--- src/rtl/uart_line_rx_if.sv ---
// Line-receiver bus: uart receive strobes in, held-line read/ack port out.
// The slave modport is the line receiver itself; the master is its environment.
interface uart_line_rx_if #(
  parameter int unsigned ADDR_W = 4
);
  logic              received;
  logic [7:0]        rx_byte;
  logic              recv_error;
  logic              line_valid;
  logic [ADDR_W:0]   line_len;
  logic [ADDR_W-1:0] rd_addr;
  logic [7:0]        rd_data;
  logic              line_ack;
  logic              overflow;
  logic              dropped;

  modport slave (
    input  received, rx_byte, recv_error, rd_addr, line_ack,
    output line_valid, line_len, rd_data, overflow, dropped
  );

  modport master (
    output received, rx_byte, recv_error, rd_addr, line_ack,
    input  line_valid, line_len, rd_data, overflow, dropped
  );
endinterface

--- src/rtl/uart_line_rx.sv ---
// Assembles uart receive bytes into a line buffer, holds a completed line for a consumer.
// Optional UART_LINE_RX_CASEFOLD_EN stores 'a'..'z' as uppercase.
module uart_line_rx #(
  parameter int unsigned ADDR_W = 4
) (
  input logic           clk,
  input logic           rst,
  uart_line_rx_if.slave bus
);
  localparam int unsigned DEPTH = 2 ** ADDR_W;

  typedef enum logic [1:0] {COLLECT, HOLD, DISCARD} state_t;

  state_t          state_q, state_d;
  logic [ADDR_W:0] count_q, count_d;
  logic [ADDR_W:0] len_q, len_d;
  logic            ovf_q, ovf_d;
  logic            drop_q, drop_d;
  logic            wr_en;
  logic [7:0]      wr_data;
  logic [7:0]      rd_q;
  logic            is_term;
  logic            full;
  logic [7:0]      mem [DEPTH];

  assign is_term = (bus.rx_byte == 8'h0A) || (bus.rx_byte == 8'h0D);
  // count never exceeds DEPTH, so its MSB alone flags a full buffer
  assign full    = count_q[ADDR_W];

`ifdef UART_LINE_RX_CASEFOLD_EN
  assign wr_data = (bus.rx_byte >= 8'h61 && bus.rx_byte <= 8'h7A) ?
                   (bus.rx_byte - 8'h20) : bus.rx_byte;
`else
  assign wr_data = bus.rx_byte;
`endif

  always_comb begin
    state_d = state_q;
    count_d = count_q;
    len_d   = len_q;
    ovf_d   = ovf_q;
    drop_d  = 1'b0;
    wr_en   = 1'b0;
    case (state_q)
      COLLECT: begin
        if (bus.received) begin
          if (is_term) begin
            if (count_q != '0) begin
              state_d = HOLD;
              len_d   = count_q;
              ovf_d   = 1'b0;
            end
          end else if (!full) begin
            wr_en   = 1'b1;
            count_d = count_q + (ADDR_W + 1)'(1);
          end else begin
            ovf_d   = 1'b1;
            state_d = DISCARD;
          end
        end else if (bus.recv_error) begin
          count_d = '0;
          state_d = DISCARD;
        end
      end
      DISCARD: begin
        if (bus.received && is_term) begin
          state_d = COLLECT;
          count_d = '0;
        end
      end
      HOLD: begin
        drop_d = bus.received;
        if (bus.line_ack) begin
          state_d = COLLECT;
          count_d = '0;
        end
      end
      default: state_d = COLLECT;
    endcase
  end

  always_ff @(posedge clk) begin
    if (rst) begin
      state_q <= COLLECT;
      count_q <= '0;
      len_q   <= '0;
      ovf_q   <= 1'b0;
      drop_q  <= 1'b0;
      rd_q    <= '0;
    end else begin
      state_q <= state_d;
      count_q <= count_d;
      len_q   <= len_d;
      ovf_q   <= ovf_d;
      drop_q  <= drop_d;
      rd_q    <= mem[bus.rd_addr];
    end
  end

  // Buffer RAM is deliberately not reset
  always_ff @(posedge clk) begin
    if (wr_en) mem[count_q[ADDR_W-1:0]] <= wr_data;
  end

  assign bus.line_valid = (state_q == HOLD);
  assign bus.line_len   = len_q;
  assign bus.rd_data    = rd_q;
  assign bus.overflow   = ovf_q;
  assign bus.dropped    = drop_q;
endmodule

--- src/flat_wrapper.sv ---
// flat-port wrapper written by rule: the top's interface ports become plain ports
module uart_line_rx_flat 
#(
  parameter int unsigned ADDR_W = 4
)
  (clk, rst, bus_received, bus_rx_byte, bus_recv_error, bus_rd_addr, bus_line_ack, bus_line_valid, bus_line_len, bus_rd_data, bus_overflow, bus_dropped);
  uart_line_rx_if #(.ADDR_W(ADDR_W)) bus_i ();
  input logic clk;
  input logic rst;
  input wire logic [$bits(bus_i.received)-1:0] bus_received;
  input wire logic [$bits(bus_i.rx_byte)-1:0] bus_rx_byte;
  input wire logic [$bits(bus_i.recv_error)-1:0] bus_recv_error;
  input wire logic [$bits(bus_i.rd_addr)-1:0] bus_rd_addr;
  input wire logic [$bits(bus_i.line_ack)-1:0] bus_line_ack;
  output wire logic [$bits(bus_i.line_valid)-1:0] bus_line_valid;
  output wire logic [$bits(bus_i.line_len)-1:0] bus_line_len;
  output wire logic [$bits(bus_i.rd_data)-1:0] bus_rd_data;
  output wire logic [$bits(bus_i.overflow)-1:0] bus_overflow;
  output wire logic [$bits(bus_i.dropped)-1:0] bus_dropped;
  assign bus_i.received = bus_received;
  assign bus_i.rx_byte = bus_rx_byte;
  assign bus_i.recv_error = bus_recv_error;
  assign bus_i.rd_addr = bus_rd_addr;
  assign bus_i.line_ack = bus_line_ack;
  assign bus_line_valid = bus_i.line_valid;
  assign bus_line_len = bus_i.line_len;
  assign bus_rd_data = bus_i.rd_data;
  assign bus_overflow = bus_i.overflow;
  assign bus_dropped = bus_i.dropped;
  uart_line_rx #(.ADDR_W(ADDR_W)) u_core (.clk(clk), .rst(rst), .bus(bus_i));
endmodule
--- config.mk ---
export PLATFORM = sky130hd
export DESIGN_NAME = uart_line_rx_flat
export DESIGN_NICKNAME = d
export VERILOG_FILES = /design/src/rtl/uart_line_rx_if.sv /design/src/rtl/uart_line_rx.sv /design/src/flat_wrapper.sv
export SDC_FILE = /design/constraint.sdc
export NUM_CORES = 1
export LEC_CHECK = 0
export ABC_AREA = 1
export BUFFER_PORTS_ARGS = -buffer_cell sky130_fd_sc_hd__clkbuf_2
export CAP_MARGIN = 20
export CELL_PAD_IN_SITES_DETAIL_PLACEMENT = 2
export CELL_PAD_IN_SITES_GLOBAL_PLACEMENT = 2
export CORE_ASPECT_RATIO = 0.7
export CORE_MARGIN = 4
export CORE_UTILIZATION = 30
export CTS_CLUSTER_SIZE = 8
export DETAILED_ROUTE_END_ITERATION = 7
export PLACE_DENSITY = 0.7
export REMOVE_ABC_BUFFERS = 1
export SYNTH_ARGS = -nofsm -noshare
export SYNTH_HDL_FRONTEND = slang
export SYNTH_SLANG_ARGS = --single-unit
--- constraint.sdc ---
create_clock -name clk -period 2.05 [get_ports clk]
set_input_delay 0.205 -clock clk [delete_from_list [all_inputs] [get_ports clk]]
set_output_delay 0.205 -clock clk [all_outputs]
set_load 0.1 [all_outputs]
==> impl_metrics.env, run 1 <==
export IMPL_std_cell_rows=43
export IMPL_rrSetupSlack_ps=130
export IMPL_yosysTopAreaCell="edfxtp_1"
export IMPL_rsz0062_at_grt="false"
export IMPL_ys_top_cells_by_area="edfxtp_1 62%, dfxtp_1 7.1%, nor2_1 6.7%, o21ai_0 3.3%, o211ai_1 2.4%"
export IMPL_grt_overflow_total=0
export IMPL_viasPerCell=5.08
export IMPL_grt_pass1_wl_um=29400
export IMPL_die_h_um=128
export IMPL_cp_end_kind="flop"
export IMPL_fill_cells=2126
export IMPL_required_ps=2180
export IMPL_yosys_warnings=0
export IMPL_clk_pin_slew_ps=60
export IMPL_ir_drop_mv=0.556
export IMPL_p_total_mw=8.03
export IMPL_min_path_type="in2reg"
export IMPL_drt_initial_drc_count=311
export IMPL_cts_root_buf="clkbuf_16"
export IMPL_worstMarginPinSlew_ps=562
export IMPL_h_tree_depth=4
export IMPL_reg2regPathDepth=9
export IMPL_crit_path_start_kind="flop"
export IMPL_critPathKind="reg2reg"
export IMPL_leakage_nw=2.57
export IMPL_finalSetupTns_ps=0
export IMPL_clk_path_buf_depth=2
export IMPL_area_growth_pct=19.3
export IMPL_fin_area_um2=7380
export IMPL_ant_nets=0
export IMPL_synth_async_reset_ratio=0
export IMPL_gp_congestion=0.788
export IMPL_antenna_found_initial=0
export IMPL_synth_distinct_cells=34
export IMPL_synth_edf_count=128
export IMPL_fin_crit_ps=1920
export IMPL_numCtsBuffers=17
export IMPL_power_density_nw_per_um2=1090
export IMPL_drc=0
export IMPL_drt_first_pass_iters=4
export IMPL_yosys_register_bits=150
export IMPL_num_io_pins=33
export IMPL_synth_area_um2=6180
export IMPL_r2r_start="u_core.state_q[0]$_SDFFE_PP0P_"
export IMPL_synth_top_area_share=0.622
export IMPL_portBuffers=32
export IMPL_fin_util=0.369
export IMPL_finalWorstSetupSlack_ps=125
export IMPL_worstReg2RegEnd="u_core.mem[11][5]$_DFFE_PP_"
export IMPL_synth_common_cells="128 x edfxtp_1, 111 x nor2_1, 41 x o21ai_0"
export IMPL_grt_usage=0.170
export IMPL_grt_pass1_vias=4765
export IMPL_hold_depth=3
export IMPL_holdPathEnd="u_core.bus.dropped$_SDFF_PP0_"
export IMPL_yosys_cell_count_top_type="edfxtp_1"
export IMPL_coreArea_um2=20000
export IMPL_max_freq_ghz=0.519
export IMPL_cts_tree="done"
export IMPL_wl_per_cell_um=22.4
export IMPL_setup_violations=0
export IMPL_period_share=0.939
export IMPL_clock_latency_ps=430
export IMPL_drv_cap=0
export IMPL_final_hold_violation_count=0
export IMPL_ys_flop_type="edfxtp_1"
export IMPL_dieWidth_um=180
export IMPL_pre_cts_ws_ps=90.3
export IMPL_clock_sinks=150
export IMPL_layout_drive_gt1_share=0.198
export IMPL_outcome="finished, final reports clean"
export IMPL_hp_start="bus_received"
export IMPL_maxSlewHeadroom=0.625
export IMPL_skew_ps=11.0
export IMPL_slew_violations=0
export IMPL_vias=4351
export IMPL_dp_hpwl_um=12400
export IMPL_fp_dieArea_um2=23000
export IMPL_cp_max_fo=8
export IMPL_seq_area_frac_synth=0.693
export IMPL_n_antenna_cell=0
export IMPL_arrival_ps=2050
export IMPL_avgSynthCellArea_um2=11.9
export IMPL_start_util=0.309
export IMPL_routed_wl_um=19200
export IMPL_grt_max_degree=65
export IMPL_nets=598
export IMPL_dpl_instance_area_um2=6790
export IMPL_postSynthCellCount=518
area by class of cell:
class,instances,area [um^2],share of cell area
clock buffers,20,447,0.0606
clock inverters,12,129,0.0175
inverters,29,111,0.0151
multi-input cells,314,1650,0.223
flip-flops and latches,150,4280,0.581
well taps,270,338,0.0458
repair buffers,61,419,0.0568
per-layer routing:
layer  up-vias  routed length, um  part of all wire  GRT usage
met4         0                237             0.012     0.0475
met3        15               1140             0.059     0.0451
met2       126               8900              0.46      0.273
met1      2243               8900              0.46      0.228
li1       1967                  -                 -          -
met5         -                  0                 0          0
repair_timing:
action	CTS	global route
hold buffers	0	0
buffers inserted	0	0
setup endpoints to repair	0	79
gates resized for setup	0	4
critical path: stages, from the launching register on:
cell and delay (ps):
dfxtp_1 340, inv_1 100, ha_1 210, nand2_1 110, inv_2 110, nand3_1 160, inv_2 130, nand2_1 130
nor2_1 120, buf_4 210
stage by stage:
stage          hold WS, ps  cells
6_report               118    856
5_1_grt                127    856
4_1_cts                106    856
3_5_place_dp           449    824
3_3_place_gp           444    824
2_1_floorplan          267    493
power breakdown:
part / switching (mW) / total [mW] / internal, mW
Sequential: 0.103 / 3.61 / 3.51
Clock: 1.28 / 3.10 / 1.82
Combinational: 0.950 / 1.32 / 0.365
placed cells by master (no fill, tap or decap), types with 2 or more instances in the layout:
| cell | synthesis | routed |
|---|---|---|
| a21oi_1 | 16 | 16 |
| buf_12 | 0 | 3 |
| buf_4 | 8 | 25 |
| bufinv_16 | 0 | 2 |
| clkbuf_1 | 5 | 2 |
| clkbuf_16 | 0 | 17 |
| clkbuf_2 | 0 | 32 |
| clkinv_2 | 0 | 4 |
| clkinv_4 | 0 | 2 |
| clkinvlp_4 | 0 | 3 |
| dfxtp_1 | 22 | 22 |
| edfxtp_1 | 128 | 128 |
| ha_1 | 8 | 8 |
| inv_1 | 23 | 22 |
| inv_2 | 5 | 6 |
| nand2_1 | 33 | 32 |
| nand2_2 | 3 | 4 |
| nand3_1 | 14 | 14 |
| nand3_2 | 2 | 2 |
| nor2_1 | 111 | 110 |
| nor2_2 | 3 | 4 |
| nor3_1 | 2 | 2 |
| o211ai_1 | 20 | 20 |
| o21ai_0 | 41 | 41 |
| o21ai_1 | 30 | 30 |
| o221ai_1 | 12 | 12 |
| o22ai_1 | 8 | 8 |
worst max-delay path by stage:
stage	from	end	depth (start not counted)
3_3_place_gp	u_core.state_q[0]$_SDFFE_PP0P_	u_core.mem[10][1]$_DFFE_PP_	9
2_1_floorplan	u_core.state_q[1]$_SDFFE_PP0P_	u_core.count_q[3]$_SDFFE_PP0P_	9
5_1_grt	u_core.state_q[1]$_SDFFE_PP0P_	u_core.mem[7][0]$_DFFE_PP_	9
4_1_cts	u_core.state_q[0]$_SDFFE_PP0P_	u_core.mem[10][1]$_DFFE_PP_	9
6_report	u_core.state_q[0]$_SDFFE_PP0P_	u_core.mem[11][5]$_DFFE_PP_	9
3_5_place_dp	u_core.state_q[0]$_SDFFE_PP0P_	u_core.mem[10][6]$_DFFE_PP_	9
registers in the layout, indices dropped and copies added, names as in the netlist:
name	count
u_core.count_q	5
u_core.bus.overflow	1
u_core.state_q	2
u_core.bus.line_len	5
u_core.bus.rd_data	8
u_core.bus.dropped	1
u_core.mem	128
logic make-up (layout without fill, tap and decap cells):
logic type,after synthesis,in the layout,synth area share
simple gates,173,173,0.120
flops,150,150,0.693
compound gates,132,132,0.128
buf+inv,54,122,0.0415
fa+ha+maj,8,8,0.0162
xor+xnor,1,1,0.00142
Power figures use the tool's default switching activity.
==> inputs of run 2 (changes only) <==
Settings changed: PLACE_DENSITY 0.7 to 0.62, SKIP_CTS_REPAIR_TIMING from default to 1.
==> impl_metrics.env, run 2 (synthesis gave the netlist of run 1 again) <==
export IMPL_power_density_nw_per_um2=1080
export IMPL_drt_initial_drc_count=324
export IMPL_cp_end_kind="flop"
export IMPL_grt_pass1_wl_um=28300
export IMPL_crit_path_start_kind="flop"
export IMPL_cp_max_fo=8
export IMPL_slew_violations=0
export IMPL_routed_wl_um=18300
export IMPL_arrival_ps=2020
export IMPL_crit_path_start="u_core.state_q[1]$_SDFFE_PP0P_"
export IMPL_rrSetupSlack_ps=160
export IMPL_drt_first_pass_iters=4
export IMPL_r2r_start="u_core.state_q[1]$_SDFFE_PP0P_"
export IMPL_clock_sinks=150
export IMPL_coreArea_um2=20000
export IMPL_num_io_pins=33
export IMPL_area_growth_pct=20.1
export IMPL_final_hold_violation_count=0
export IMPL_n_antenna_cell=0
export IMPL_h_tree_depth=4
export IMPL_setup_violations=0
export IMPL_grt_max_degree=65
export IMPL_reg2regPathDepth=9
export IMPL_period_share=0.921
export IMPL_portBuffers=32
export IMPL_critPathKind="reg2reg"
export IMPL_clk_pin_slew_ps=60
export IMPL_cts_root_buf="clkbuf_16"
export IMPL_cts_tree="done"
export IMPL_fill_cells=2143
export IMPL_dp_hpwl_um=12700
export IMPL_gp_congestion=0.791
export IMPL_drc=0
export IMPL_min_path_type="in2reg"
export IMPL_final_cell_mix="128 x edfxtp_1, 110 x nor2_1, 41 x o21ai_0"
export IMPL_maxSlewHeadroom=0.631
export IMPL_outcome="finished, final reports clean"
export IMPL_nets=606
export IMPL_worstMarginPinSlew_ps=556
export IMPL_clock_latency_ps=430
export IMPL_layout_commonest_cell="edfxtp_1"
export IMPL_fp_dieArea_um2=23000
export IMPL_numCtsBuffers=17
export IMPL_layout_drive_gt1_share=0.209
export IMPL_drv_cap=0
export IMPL_dieWidth_um=180
export IMPL_worstReg2RegEnd="u_core.mem[1][6]$_DFFE_PP_"
export IMPL_placed_cells=832
export IMPL_start_util=0.309
export IMPL_crit_path_end="u_core.mem[1][6]$_DFFE_PP_"
export IMPL_skew_ps=12.6
export IMPL_max_freq_ghz=0.530
export IMPL_clk_path_buf_depth=2
export IMPL_final_cells=864
export IMPL_std_cell_rows=43
export IMPL_grt_pass1_vias=4749
export IMPL_ant_nets=0
export IMPL_antenna_found_initial=1
export IMPL_viasPerCell=4.93
export IMPL_ir_drop_mv=0.440
export IMPL_vias=4256
export IMPL_fin_crit_ps=1890
export IMPL_grt_usage=0.164
export IMPL_largest_register_ffs=128
export IMPL_p_total_mw=8.05
export IMPL_wl_per_cell_um=21.2
export IMPL_leakage_nw=2.62
export IMPL_required_ps=2180
export IMPL_die_h_um=128
export IMPL_grt_overflow_total=0
## run 2: changes by cell type in the layout (fill, tap and decap cells not counted), sizes merged
cell	change
buf	+8
clkinvlp	-3
clkbuf	+2
bufinv	-1
clkinv	+1
inv	+1
## run 2: final cells by class
cell class	instances	area, um^2	area share
sequential	150	4280	0.577
clock inverter	10	95.1	0.0128
inverter	29	111	0.0150
clock buffer	22	485	0.0654
tap	270	338	0.0455
multi-input combinational	314	1650	0.222
timing repair buffer	69	463	0.0624
## run 2: where the power goes
part	total, mW	leakage [nW]	switching (mW)	internal [mW]
registers	3.61	1.33	0.0981	3.51
logic	1.35	0.994	0.964	0.390
clock network	3.09	0.290	1.28	1.81
total	8.05	2.62	2.34	5.71
## run 2: critical path: stages (launching register included)
cell and delay, ps:
dfxtp_1 340, inv_1 100, ha_1 210, nand2_1 90, inv_2 110, nand3_1 130, inv_2 110, nand2_1 160
nor2_1 130, buf_4 200
## run 2: routing by layer
layer,GRT usage,up-vias,part of all wire
met1,0.219,2189,0.48
li1,-,1985,-
met3,0.0386,11,0.042
met4,0.0421,0,0.0089
met5,0,-,0
met2,0.271,71,0.47
## run 2: worst min path at each step
stage / startpoint / to / slack (ps) / cells after the start
2_1_floorplan: rst / u_core.count_q[4]$_SDFFE_PP0P_ / 270 / 1
3_3_place_gp: u_core.bus.line_len[0]$_SDFFE_PP0P_ / u_core.bus.line_len[0]$_SDFFE_PP0P_ / 440 / 2
3_5_place_dp: u_core.bus.line_len[1]$_SDFFE_PP0P_ / u_core.bus.line_len[1]$_SDFFE_PP0P_ / 450 / 2
4_1_cts: bus_received / u_core.bus.dropped$_SDFF_PP0_ / 70 / 3
5_1_grt: bus_received / u_core.bus.dropped$_SDFF_PP0_ / 90 / 3
6_report: bus_received / u_core.bus.dropped$_SDFF_PP0_ / 90 / 3
## run 2: metrics by stage
stage | hold WS [ps] | instance area, um^2 | TNS (ps) | worst slack, ps | utilization
2_1_floorplan | 267 | 6040 | -103 | -31.3 | -
3_3_place_gp | 439 | 6840 | 0 | 207 | 0.342
3_5_place_dp | 448 | 6840 | 0 | 122 | 0.342
4_1_cts | 70.0 | 7420 | 0 | 90.5 | 0.371
5_1_grt | 87.5 | 7420 | -2.89 | -1.20 | 0.371
6_report | 91.3 | 7420 | 0 | 163 | 0.371
